**src/rtl/cpu_fetch_queue.sv**
```systemverilog
// cpu_fetch_queue: instruction fetch unit with a single-outstanding bus
// master feeding a circular instruction queue. Each enqueued word carries
// its PC and a wrapping tag; decode pops the head with a valid/ready
// handshake. Branch handling is either stall-until-redirect or
// speculative sequential fetch with flush on redirect.
//
// Ports:
//   i_clock, i_reset    clock, synchronous active-high reset
//   i_stall             blocks issue of new bus requests
//   o_bus_request       fetch request, held until i_bus_ready
//   i_bus_ready         one-cycle completion pulse with read data
//   o_bus_address       fetch address
//   i_bus_rdata         instruction word
//   i_branch, i_pc_next redirect strobe and target
//   o_valid, i_ready    head handshake to decode
//   o_instruction, o_pc, o_tag   head entry fields
//   o_count             queue occupancy
//
// state   | meaning
// IDLE    | no request outstanding; issue when allowed
// REQ     | request outstanding, response will be enqueued
// HOLD    | control transfer fetched, waiting for redirect
// DISCARD | request outstanding but stale, response dropped

module cpu_fetch_queue #(
    parameter int          DEPTH           = 4,
    parameter int          TAG_WIDTH       = 8,
    parameter logic [31:0] RESET_PC        = 32'h0000_0000,
    parameter bit          STALL_ON_BRANCH = 1'b1
) (
    input  logic                     i_clock,
    input  logic                     i_reset,
    input  logic                     i_stall,
    output logic                     o_bus_request,
    input  logic                     i_bus_ready,
    output logic [31:0]              o_bus_address,
    input  logic [31:0]              i_bus_rdata,
    input  logic                     i_branch,
    input  logic [31:0]              i_pc_next,
    output logic                     o_valid,
    input  logic                     i_ready,
    output logic [31:0]              o_instruction,
    output logic [31:0]              o_pc,
    output logic [TAG_WIDTH-1:0]     o_tag,
    output logic [$clog2(DEPTH):0]   o_count
);

    localparam int PW = $clog2(DEPTH);
    localparam int CW = PW + 1;

    localparam logic [1:0] S_IDLE    = 2'd0;
    localparam logic [1:0] S_REQ     = 2'd1;
    localparam logic [1:0] S_HOLD    = 2'd2;
    localparam logic [1:0] S_DISCARD = 2'd3;

    logic [1:0]           r_state;
    logic [31:0]          r_pc;
    logic [TAG_WIDTH-1:0] r_tag;
    logic                 r_bus_request;
    logic [31:0]          r_bus_address;

    logic [31:0]          r_q_instr [DEPTH];
    logic [31:0]          r_q_pc    [DEPTH];
    logic [TAG_WIDTH-1:0] r_q_tag   [DEPTH];
    logic [PW-1:0]        r_wr_ptr;
    logic [PW-1:0]        r_rd_ptr;
    logic [CW-1:0]        r_count;

    logic                 w_is_cti;
    logic                 w_can_issue;
    logic                 w_enqueue;
    logic                 w_dequeue;
    logic [TAG_WIDTH-1:0] w_next_tag;

    assign w_is_cti    = (i_bus_rdata[6:0] == 7'b1100011) ||
                         (i_bus_rdata[6:0] == 7'b1101111) ||
                         (i_bus_rdata[6:0] == 7'b1100111);
    // Only one request is ever outstanding, so a free slot at issue time
    // is still free when the response lands.
    assign w_can_issue = !i_stall && (r_count < CW'(DEPTH));
    // Redirect wins over a response arriving in the same cycle.
    assign w_enqueue   = (r_state == S_REQ) && i_bus_ready && !i_branch;
    assign w_dequeue   = (r_count != '0) && i_ready;
    assign w_next_tag  = r_tag + 1'b1;

    always_ff @(posedge i_clock) begin
        if (i_reset) begin
            r_state       <= S_IDLE;
            r_pc          <= RESET_PC;
            r_tag         <= '0;
            r_bus_request <= 1'b0;
            r_bus_address <= '0;
        end else begin
            case (r_state)
                S_IDLE: begin
                    if (i_branch) begin
                        r_pc <= i_pc_next;
                    end else if (w_can_issue) begin
                        r_bus_address <= r_pc;
                        r_bus_request <= 1'b1;
                        r_state       <= S_REQ;
                    end
                end
                S_REQ: begin
                    if (i_branch) begin
                        r_pc <= i_pc_next;
                        if (i_bus_ready) begin
                            r_bus_request <= 1'b0;
                            r_state       <= S_IDLE;
                        end else begin
                            // Bus requests cannot be withdrawn; wait it out.
                            r_state <= S_DISCARD;
                        end
                    end else if (i_bus_ready) begin
                        r_bus_request <= 1'b0;
                        r_tag         <= w_next_tag;
                        r_pc          <= r_pc + 32'd4;
                        r_state       <= (STALL_ON_BRANCH && w_is_cti) ? S_HOLD : S_IDLE;
                    end
                end
                S_HOLD: begin
                    if (i_branch) begin
                        r_pc    <= i_pc_next;
                        r_state <= S_IDLE;
                    end
                end
                S_DISCARD: begin
                    if (i_branch) begin
                        r_pc <= i_pc_next;
                    end
                    if (i_bus_ready) begin
                        r_bus_request <= 1'b0;
                        r_state       <= S_IDLE;
                    end
                end
                default: r_state <= S_IDLE;
            endcase
        end
    end

    always_ff @(posedge i_clock) begin
        if (i_reset) begin
            r_wr_ptr <= '0;
            r_rd_ptr <= '0;
            r_count  <= '0;
            for (int i = 0; i < DEPTH; i++) begin
                r_q_instr[i] <= '0;
                r_q_pc[i]    <= '0;
                r_q_tag[i]   <= '0;
            end
        end else if (i_branch) begin
            r_wr_ptr <= '0;
            r_rd_ptr <= '0;
            r_count  <= '0;
        end else begin
            if (w_enqueue) begin
                r_q_instr[r_wr_ptr] <= i_bus_rdata;
                r_q_pc[r_wr_ptr]    <= r_pc;
                r_q_tag[r_wr_ptr]   <= w_next_tag;
                r_wr_ptr            <= r_wr_ptr + 1'b1;
            end
            if (w_dequeue) begin
                r_rd_ptr <= r_rd_ptr + 1'b1;
            end
            if (w_enqueue && !w_dequeue) begin
                r_count <= r_count + 1'b1;
            end else if (!w_enqueue && w_dequeue) begin
                r_count <= r_count - 1'b1;
            end
        end
    end

    assign o_bus_request = r_bus_request;
    assign o_bus_address = r_bus_address;
    assign o_valid       = (r_count != '0);
    assign o_count       = r_count;
    assign o_instruction = r_q_instr[r_rd_ptr];
    assign o_pc          = r_q_pc[r_rd_ptr];
    assign o_tag         = r_q_tag[r_rd_ptr];

endmodule
```
**config.mk**
```make
export PLATFORM = sky130hd
export DESIGN_NAME = cpu_fetch_queue
export DESIGN_NICKNAME = d
export VERILOG_FILES = /design/src/rtl/cpu_fetch_queue.sv
export SDC_FILE = /design/constraint.sdc
export NUM_CORES = 1
export LEC_CHECK = 0
export CAP_MARGIN = 15
export CORE_ASPECT_RATIO = 1.1
export CORE_UTILIZATION = 50
export CTS_CLUSTER_DIAMETER = 200
export DETAILED_ROUTE_END_ITERATION = 7
export DONT_BUFFER_PORTS = 1
export GPL_ROUTABILITY_DRIVEN = 0
export PLACE_DENSITY_LB_ADDON = 0.12
export SYNTH_ARGS = -nofsm -noshare
export SYNTH_HDL_FRONTEND = slang
export SYNTH_SLANG_ARGS = --single-unit
export TNS_END_PERCENT = 5
```
**constraint.sdc**
```tcl
create_clock -name i_clock -period 12.52 [get_ports i_clock]
set_input_delay 2.504 -clock i_clock [delete_from_list [all_inputs] [get_ports i_clock]]
set_output_delay 2.504 -clock i_clock [all_outputs]
set_load 0.05 [all_outputs]
```
Word level (Yosys, flattened, before mapping)
Memories as Yosys holds them, arrays and structs flattened. A register that Yosys moved wholly into a read port is not among the register bits.
Cells that the tools add are included.
{"block": "op_classes", "addsub": 6, "order_cmp": 1, "eq_ne": 13, "muxes": 40, "bitwise": 1, "n_reduce_logical": 27}
{"op": "$mux 32", "count": 5}
{"op": "$pmux 32 s2", "count": 1}
{"op": "$reduce_or 32->1", "count": 2}
{"op": "$mux 2", "count": 17}
{"op": "$add 32x3->32 const B", "count": 1}
{"op": "$eq 7x7->1 const B", "count": 3}
{"op": "$mux 1", "count": 12}
{"op": "$add 8x1->8 const B", "count": 1}
{"op": "$mux 8", "count": 1}
{"op": "$ne 2x2->1 const B", "count": 4}
{"op": "$pmux 2 s4", "count": 1}
{"op": "$reduce_or 8->1", "count": 1}
{"op": "$logic_and 1x1->1", "count": 6}
{"op": "$mux 3", "count": 2}
{"op": "$reduce_and 3->1", "count": 2}
{"op": "$reduce_and 5->1", "count": 1}
{"op": "$add 2x1->2 const B", "count": 2}
{"op": "$eq 2x2->1 const B", "count": 2}
{"op": "$logic_not 1->1", "count": 4}
{"op": "$ne 2x1->1 const B", "count": 2}
{"op": "$reduce_and 4->1", "count": 1}
{"op": "$reduce_bool 2->1", "count": 2}
{"op": "$reduce_or 2->1", "count": 2}
{"op": "$add 3x1->3 const B", "count": 1}
{"op": "other kinds (11)", "count": 12}
{"block": "totals", "regBits": 82, "mem_bits_rw": 288, "input_bits": 70, "out_inout_bits": 109, "wordCells": 99, "n_memories": 3}
{"memory": "r_q_instr", "depth": 4, "width": 32, "rd": 1, "rd_ports_with_merged_regs": 1, "wr": 4, "line": "62", "rtl": "logic [31:0] r_q_instr [DEPTH];"}
{"memory": "r_q_pc", "depth": 4, "width": 32, "rd": 1, "rd_ports_with_merged_regs": 1, "wr": 4, "line": "63", "rtl": "logic [31:0] r_q_pc [DEPTH];"}
{"memory": "r_q_tag", "depth": 4, "width": 8, "rd": 1, "rd_ports_with_merged_regs": 1, "wr": 4, "line": "64", "rtl": "logic [TAG_WIDTH-1:0] r_q_tag [DEPTH];"}

Longest topological paths before layout
Gate-level depths: netlist of the first run.
{"block": "depth", "depth_word": 9, "ltp_mapped": 10, "depth_no_buf": 8}

Least setup slack after synthesis of the first run
No wires, ideal clock.
{"block": "synth_timing", "path_type": "input to register", "from": "in i_branch", "to": "mem r_q_instr[1][0], enable pin", "arrival_time_ns": 6.507, "required_time_ns": 12.003, "path_slack_ns": 5.495, "cell_stages": 4, "n_path_buf": 2, "cell_sequence": "clkbuf_1 > nand4bb_1 > clkbuf_1 > o21bai_1"}
{"item": "from (decl)", "line": "38", "rtl": "input logic i_branch,"}
{"item": "to (decl)", "line": "62"}

==> out/qor_table.md, run 1 <==
| Stage | Parameter | Value |
|---|---|---|
| cts | Number of levels the H-tree was split into | 2 |
| die | DIE WIDTH | 173 um |
| placement | Estimated wirelength of the detail-placed design | 22.1 mm |
| global route | Global-route wire length before repair | 58.0 mm |
| logic synthesis | Cell area after synthesis | 16000 um^2 |
| power | Leakage | 6.27 nW |
| placement | Setup WS pre-CTS | 6.21 ns |
| critical path | Critical setup path kind | input port to flop |
| logic synthesis | Commonest register cell after synthesis | sky130_fd_sc_hd__edfxtp_1 |
| route | DRC violation total after the first TritonRoute iteration | 856 |
| logic synthesis | Synth Warn # | 0 |
| finish | Area growth, synth to finish | 9.19% |
| critical path | Internal reg-to-reg setup slack | 8.26 ns |
| critical path | Worst reg2reg endpoint | r_q_instr[0][27] |
| sta | Final setup viols | 0 |
| logic synthesis | Multiplexer area fraction after synthesis | 0.104 |
| cts | Clock tree from TritonCTS | yes |
| cts | Resized Gates After CTS | 0 |
| sta | Fin worst setup slack | 6.77 ns |
| sta | RSZ-0062 raised after global routing | no |
| cts | Clock transition at the register clock pins on the worst setup and hold paths after CTS | 0.06 ns |
| route | Avg WL per Cell | 22.6 um |
| logic synthesis | Leading area contributor after synthesis | sky130_fd_sc_hd__edfxtp_1 |
| hold path | Class of the tightest hold or removal check | flop to flop |
| critical path | Startpoint type of the worst setup path | input port |
| cts | Post-CTS Hold Buffers | 0 |
| finish | Commonest non-fill, non-tap cell in the layout | sky130_fd_sc_hd__edfxtp_1 |
| logic synthesis | Post-synthesis share of cell area spent on full adders, half adders and majority gates | 0.00359 |
| critical path | Crit. End Element | flop |
| die | Core Footprint | 31500 um^2 |
| logic synthesis | Count of distinct cell types in the synthesized netlist | 57 |
| cts | Clock root buffer | sky130_fd_sc_hd__clkbuf_16 |
| logic synthesis | Count of state elements after synthesis | 372 |
| sta | Setup TNS | 0 ns |
| hold path | Number of cells on the worst hold path | 2 |
| finish | Non-filler instance count after layout | 1673 |
| placement | IO Port Bufs | 0 |
| critical path | Reg2Reg Launch Point | r_state[0] |
| outcome | Run status | finished, final reports clean |
| critical path | Required time of the critical path | 12.66 ns |
| route | Vias per std cell | 5.80 |
| hold path | Hold path start | r_tag[4] |
| logic synthesis | Yosys top cell area share | 0.540 |
| die | Chip height | 190 um |
| logic synthesis | Cell types with the largest area share after synthesis | sky130_fd_sc_hd__edfxtp_1, sky130_fd_sc_hd__dfxtp_1, sky130_fd_sc_hd__mux4_2, sky130_fd_sc_hd__nor2_1, sky130_fd_sc_hd__nand2_1 |
| placement | Number of instances in the placed design | 1606 |
| route | Routed Wire Length | 37.9 mm |
| sta | Slew at the pin closest to its max-slew limit | 1.14 ns |
| finish | Leading cell types in the layout, fill and taps excluded | sky130_fd_sc_hd__edfxtp_1, sky130_fd_sc_hd__nor2_1, sky130_fd_sc_hd__nand2_1 |
| logic synthesis | XOR/XNOR share of the synthesized area | 0.0109 |
| route | First drt pass iteration count | 5 |
| cts | Clk sink count | 372 |
| logic synthesis | Post-synth net total | 1338 |
| cts | Number of buffers between clock root and the deepest sink | 3 |
| logic synthesis | Portion of the post-synthesis area used by sequential elements | 0.645 |
| critical path | Largest fanout of any net on the critical path | 50 |
| cts | Number of post-CTS setup repair buffers | 0 |
| global route | Pin count of the biggest net entering global routing | 85 |
| global route | Number of global-route vias before repair | 9862 |
| flow run | Number of max-capacitance violations reported | 0 |
| logic synthesis | Fraction of the mapped netlist area in compound gates | 0.0469 |
| logic synthesis | Basic-gate share of the synthesized area counting and, or, nand and nor cells | 0.147 |
| hold path | End point of the worst hold path | r_tag[4] |
| critical path | Arrival time worst endpoint | 5.89 ns |
| logic synthesis | Proportion of register bits with asynchronous set or reset after synthesis | 0 |
| global route | Overall track demand over capacity in global routing | 0.232 |
| die | Initial Utilization | 0.509 |
| route | Drt drc | 0 |
| sta | Final number of hold-violating endpoints | 0 |
| power | Total power density per cell area | 148 nW/um^2 |
| cts | Inserted Clock Buffers | 38 |
| die | Std cell rows | 68 |
| die | Die area | 32700 um^2 |
| cts | Clock latency of the later-clocked register in the worst-skew pair | 0.52 ns |
| global route | Total global routing overflow | 0 |
| logic synthesis | Number of flops mapped to enable cells by yosys | 288 |
| finish | Fraction of final layout cells sized beyond drive strength 1 | 0.125 |
| logic synthesis | Avg Cell Area, Syn | 12.7 um^2 |
| sta | Worst clock skew | 0.0112 ns |
| logic synthesis | Post-synthesis instance total | 1264 |
| die | Num ports | 179 |
| sta | Headroom to the max-slew limit | 0.241 |
| route | Antenna-violating nets left | 0 |
| finish | Number of nets in the finished design | 1301 |
| sta | Slew Limit Fails | 0 |
| power | Largest vdd supply drop | 0.0000912 V |
| sta | Post-layout minimum cycle time | 5.75 ns |
| finish | Util after Layout | 0.555 |
| critical path | Reg2Reg Depth | 6 |
| sta | Fraction of the cycle the final worst path needs | 0.459 |
| logic synthesis | Dominant combinational cell family by area after synthesis | simple AND/OR/NAND/NOR gates |
| global route | Antenna violations before repair | 1 |
| sta | Max Clock Freq | 174 MHz |
| route | Vias after detailed routing | 9698 |
[layout make-up]
class / count / area, um^2
clock inverter: 12 / 61.3
sequential: 372 / 10300
antenna: 2 / 5.00
timing repair buffer: 14 / 125
tap: 420 / 526
clock buffer: 52 / 1070
fill: 2638 / 14000
multi-input combinational: 721 / 5050
inverter: 80 / 300
[cell usage after synthesis (5+ instances only)]
master / count
sky130_fd_sc_hd__a2111oi_0: 5
sky130_fd_sc_hd__a211oi_1: 11
sky130_fd_sc_hd__a21oi_1: 50
sky130_fd_sc_hd__a311oi_1: 12
sky130_fd_sc_hd__and2_1: 65
sky130_fd_sc_hd__and3_1: 8
sky130_fd_sc_hd__and4_1: 8
sky130_fd_sc_hd__buf_2: 20
sky130_fd_sc_hd__clkbuf_1: 62
sky130_fd_sc_hd__dfxtp_1: 84
sky130_fd_sc_hd__edfxtp_1: 288
sky130_fd_sc_hd__inv_1: 80
sky130_fd_sc_hd__mux4_2: 72
sky130_fd_sc_hd__nand2_1: 156
sky130_fd_sc_hd__nand2b_1: 7
sky130_fd_sc_hd__nand3_1: 13
sky130_fd_sc_hd__nand4_1: 12
sky130_fd_sc_hd__nor2_1: 184
sky130_fd_sc_hd__nor3_1: 14
sky130_fd_sc_hd__nor4_1: 6
sky130_fd_sc_hd__o21ai_0: 13
sky130_fd_sc_hd__o31ai_1: 8
sky130_fd_sc_hd__or3_1: 9
sky130_fd_sc_hd__or4_1: 9
sky130_fd_sc_hd__xnor2_1: 10
sky130_fd_sc_hd__xor2_1: 10
[cell families (layout without fill, tap and decap cells)]
family	count (synthesis)	count (layout)
adder cells (fa/ha/maj)	4	4
XOR/XNOR	20	20
AO/OA/AOI/OAI	116	116
multiplexers	76	76
AND/OR/NAND/NOR	505	505
buffers and inverters	171	158
other	0	2
flip-flops	372	372
[worst max-delay path by stage]
stage	end	from	slack [ns]	cells after the start
4_1_cts	r_q_pc[0][5]	i_branch	6.74	6
2_1_floorplan	r_q_instr[1][0]	i_branch	5.50	4
5_1_grt	r_q_pc[0][5]	i_branch	6.50	6
3_3_place_gp	r_q_instr[0][29]	i_branch	6.34	6
6_report	r_q_instr[0][27]	i_branch	6.77	6
3_5_place_dp	r_q_instr[0][28]	i_branch	6.21	6
[sequential cells by signal, summed over array words and instances, names as in the netlist, 2 cells and up, named ones only]
name           count
r_q_instr        128
r_q_pc           128
o_bus_address     32
r_pc              32
r_q_tag           32
r_tag              8
o_count            3
r_rd_ptr           2
r_state            2
r_wr_ptr           2
[power breakdown]
group          leakage, nW  switching, W  internal, W  total (W)
Clock                0.560      0.000446     0.000598    0.00104
Combinational         2.06     0.0000974    0.0000351   0.000133
Sequential            3.65     0.0000469      0.00137    0.00142
Total                 6.27      0.000590      0.00201    0.00260
[per-stage QoR]
step	power (W)	hold WS [ns]	area, um^2
detailed placement	0.00158	0.490	16300
CTS	0.00262	0.499	17400
floorplan	0.00154	0.453	16000
global route	0.00267	0.541	17500
finish	0.00260	0.502	17500
global placement	0.00158	0.480	16300
[critical path: stages]
cell and delay, ns:
sky130_fd_sc_hd__nand4bb_1 0.65, sky130_fd_sc_hd__inv_1 0.71, sky130_fd_sc_hd__nand2b_1 0.37, sky130_fd_sc_hd__or3_1 0.55, sky130_fd_sc_hd__nand2b_4 0.35, sky130_fd_sc_hd__buf_4 0.68
[per-layer routing]
layer / vias up / track usage / wire length [um]
met5: - / 0 / 0
met2: 327 / 0.399 / 18600
met1: 4874 / 0.299 / 15500
met3: 51 / 0.0544 / 3060
met4: 0 / 0.0567 / 687
li1: 4446 / - / -
Power figures use the tool's default switching activity.
==> run 2, diff against run 1 <==
Clock period 12.52 ns to 5.89 ns, I/O delays scaled along.
==> run 2 against run 1 <==
  * Clock skew rose by 0.0036 ns
  * Core utilization rose by 0.50 points
  * Non-clock buffer count rose by 1
  * Sequential power rose by 110%
  * Hold slack improved by 0.0034 ns
  * Sequential share of layout area fell by 0.52 points
  * Clock-buffer cell count fell by 3
  * Setup slack got worse by 4.9 ns
  * Design area rose by 0.89%
  * Register-to-register slack got worse by 6.2 ns
  * First-iteration DRC count fell by 3.4%
  * Clock power rose by 140%
==> out/qor_table.md, run 2 (synthesized netlist as in run 1, its figures left out) <==
| Stage | Parameter | Value | Delta |
|---|---|---|---|
| route | Antenna-violating nets left | 0 | unchanged |
| power | Leakage | 6.35 nW | +1.2% |
| finish | Number of nets in the finished design | 1303 | +0.15% |
| sta | Final setup viols | 0 | unchanged |
| global route | Met3 Usage GRT | 0.0558 | +0.00140 |
| cts | Clk sink count | 372 | unchanged |
| global route | Global-route wire length before repair | 58.9 mm | +1.5% |
| finish | Leading cell types in the layout, fill and taps excluded | sky130_fd_sc_hd__edfxtp_1, sky130_fd_sc_hd__nor2_1, sky130_fd_sc_hd__nand2_1 |  |
| sta | RSZ-0062 raised after global routing | no |  |
| power | Total power density per cell area | 328 nW/um^2 | +120% |
| sta | Final number of hold-violating endpoints | 0 | unchanged |
| cts | Number of levels the H-tree was split into | 2 | unchanged |
| placement | Estimated wirelength of the detail-placed design | 22.7 mm | +2.8% |
| finish | Final cell area excluding filler cells | 17600 um^2 | +0.89% |
| finish | Area used by multi-input combinational logic | 5050 um^2 | unchanged |
| global route | Antenna violations before repair | 2 | +1 |
| finish | Fraction of final layout cells sized beyond drive strength 1 | 0.126 | +0.000996 |
| sta | Fin worst setup slack | 1.92 ns | -4.85 ns |
| sta | Slew at the pin closest to its max-slew limit | 1.06 ns | -0.0769 ns |
| sta | Setup TNS | 0 ns | unchanged |
| critical path | Crit. End Element | flop |  |
| finish | Register Area | 10300 um^2 | unchanged |
| critical path | Arrival time worst endpoint | 4.19 ns | -1.70 ns |
| die | Std cell rows | 68 | unchanged |
| hold path | Class of the tightest hold or removal check | flop to flop |  |
| route | Drt drc | 0 | unchanged |
| route | Vias per std cell | 5.81 | +0.23% |
| route | Routed Wire Length | 38.1 mm | +0.67% |
| finish | Commonest non-fill, non-tap cell in the layout | sky130_fd_sc_hd__edfxtp_1 |  |
| die | DIE WIDTH | 173 um | unchanged |
| cts | Clock latency of the later-clocked register in the worst-skew pair | 0.52 ns | about the same |
| global route | GRT busiest layer | met2 |  |
| route | DRC violation total after the first TritonRoute iteration | 827 | -3.4% |
| sta | Worst clock skew | 0.0148 ns | +0.00364 ns |
| finish | Layout fillers | 2645 | +0.27% |
| sta | Fraction of the cycle the final worst path needs | 0.675 |  |
| cts | Clock root buffer | sky130_fd_sc_hd__clkbuf_16 |  |
| route | First drt pass iteration count | 7 | +2 |
| die | Core Footprint | 31500 um^2 | unchanged |
| die | Initial Utilization | 0.509 | unchanged |
| critical path | Internal reg-to-reg setup slack | 2.11 ns | -6.15 ns |
| die | Chip height | 190 um | unchanged |
| outcome | Run status | finished, final reports clean |  |
| hold path | Number of cells on the worst hold path | 2 | unchanged |
| critical path | Required time of the critical path | 6.10 ns | -6.56 ns |
| cts | Clock tree from TritonCTS | yes |  |
| global route | GR Layer Usage met2 | 0.387 | -0.0118 |
| flow run | Number of max-capacitance violations reported | 0 | unchanged |
| sta | Min Hold Slack | 0.506 ns | +0.00338 ns |
| sta | Post-layout minimum cycle time | 3.97 ns |  |
| placement | Setup WS pre-CTS | 1.38 ns | -4.82 ns |
| cts | Number of buffers between clock root and the deepest sink | 3 | unchanged |
| critical path | Startpoint type of the worst setup path | input port |  |
| sta | Slew Limit Fails | 0 | unchanged |
| route | Vias after detailed routing | 9744 | +0.47% |
| cts | Resized Gates After CTS | 0 | unchanged |
| sta | Max Clock Freq | 252 MHz |  |
| power | Total Power | 0.00579 W | +120% |
| die | Num ports | 179 | unchanged |
| critical path | Critical setup path kind | input port to flop |  |
| critical path | Reg2Reg Depth | 7 | +1 |
| placement | Cell area after placement | 16300 um^2 | about the same |
| finish | Count of antenna diodes in the layout | 0 | -2 |
| global route | Overall track demand over capacity in global routing | 0.237 | +0.00447 |
| global route | Number of global-route vias before repair | 9985 | +1.2% |
| cts | Number of post-CTS setup repair buffers | 0 | unchanged |
| finish | Largest registers | r_q_instr (128), r_q_pc (128) |  |
| placement | IO Port Bufs | 0 | unchanged |
| global route | Pin count of the biggest net entering global routing | 85 | unchanged |
| route | Avg WL per Cell | 22.7 um | +0.43% |
| global route | GRT met1 Usage | 0.319 | +0.0204 |
| finish | Area growth, synth to finish | 10.2% |  |
| sta | Headroom to the max-slew limit | 0.291 | +0.0497 |
| cts | Inserted Clock Buffers | 39 | +2.6% |
| power | Largest vdd supply drop | 0.000222 V | +140% |
| cts | Post-CTS Hold Buffers | 0 | unchanged |
| die | Die area | 32700 um^2 | unchanged |
| critical path | Largest fanout of any net on the critical path | 62 | +24% |
| cts | Clock transition at the register clock pins on the worst setup and hold paths after CTS | 0.06 ns | about the same |
| global route | Total global routing overflow | 0 | unchanged |
-- run 2: cell types whose count changed in the layout (fill, tap and decap cells not counted) --
cell                         delta
sky130_fd_sc_hd__clkinvlp_4     -1
sky130_fd_sc_hd__clkinv_1       +5
sky130_fd_sc_hd__diode_2        -2
sky130_fd_sc_hd__clkbuf_8       -2
sky130_fd_sc_hd__buf_4          +1
sky130_fd_sc_hd__bufinv_16      +6
sky130_fd_sc_hd__clkinv_4       +1
sky130_fd_sc_hd__clkinv_2       -3
sky130_fd_sc_hd__clkbuf_1       -1
-- run 2: per-stage QoR --
stage	utilization	instances
after CTS	0.559	1676
after floorplan	-	1264
after global placement	0.518	1607
final	0.560	1677
after global routing	0.560	1677
after detailed placement	0.518	1607
-- run 2: final timing paths --
kind         startpoint                to
min            r_tag[4]          r_tag[4]
max            i_branch  r_q_instr[0][17]
max reg2reg  r_state[0]  r_q_instr[0][17]
min reg2reg    r_tag[4]          r_tag[4]
-- run 2: area by class of cell --
cell class	count	area share
Clock inverter	20	0.0140
Clock buffer	49	0.0592
Multi-Input combinational cell	721	0.286
Timing Repair Buffer	15	0.00752
Inverter	80	0.0170
Tap cell	420	0.0298
Sequential cell	372	0.586
-- run 2: worst max-delay path, cell delays in order --
cell	delay (ns)
sky130_fd_sc_hd__nand4bb_1	0.17
sky130_fd_sc_hd__buf_4	0.22
sky130_fd_sc_hd__inv_1	0.46
sky130_fd_sc_hd__nand2b_1	0.39
sky130_fd_sc_hd__or3_1	0.57
sky130_fd_sc_hd__nand2b_4	0.78
sky130_fd_sc_hd__buf_4	0.35
-- run 2: power by group --
group          internal [W]  switching, W
Sequential          0.00292     0.0000992
Combinational     0.0000746      0.000208
Clock               0.00151      0.000980
-- run 2: per-layer routing --
metal	share of wire	vias to the layer above
li1	-	4456
met2	0.48	381
met5	0.00034	-
met3	0.086	50
met4	0.018	2
met1	0.42	4855
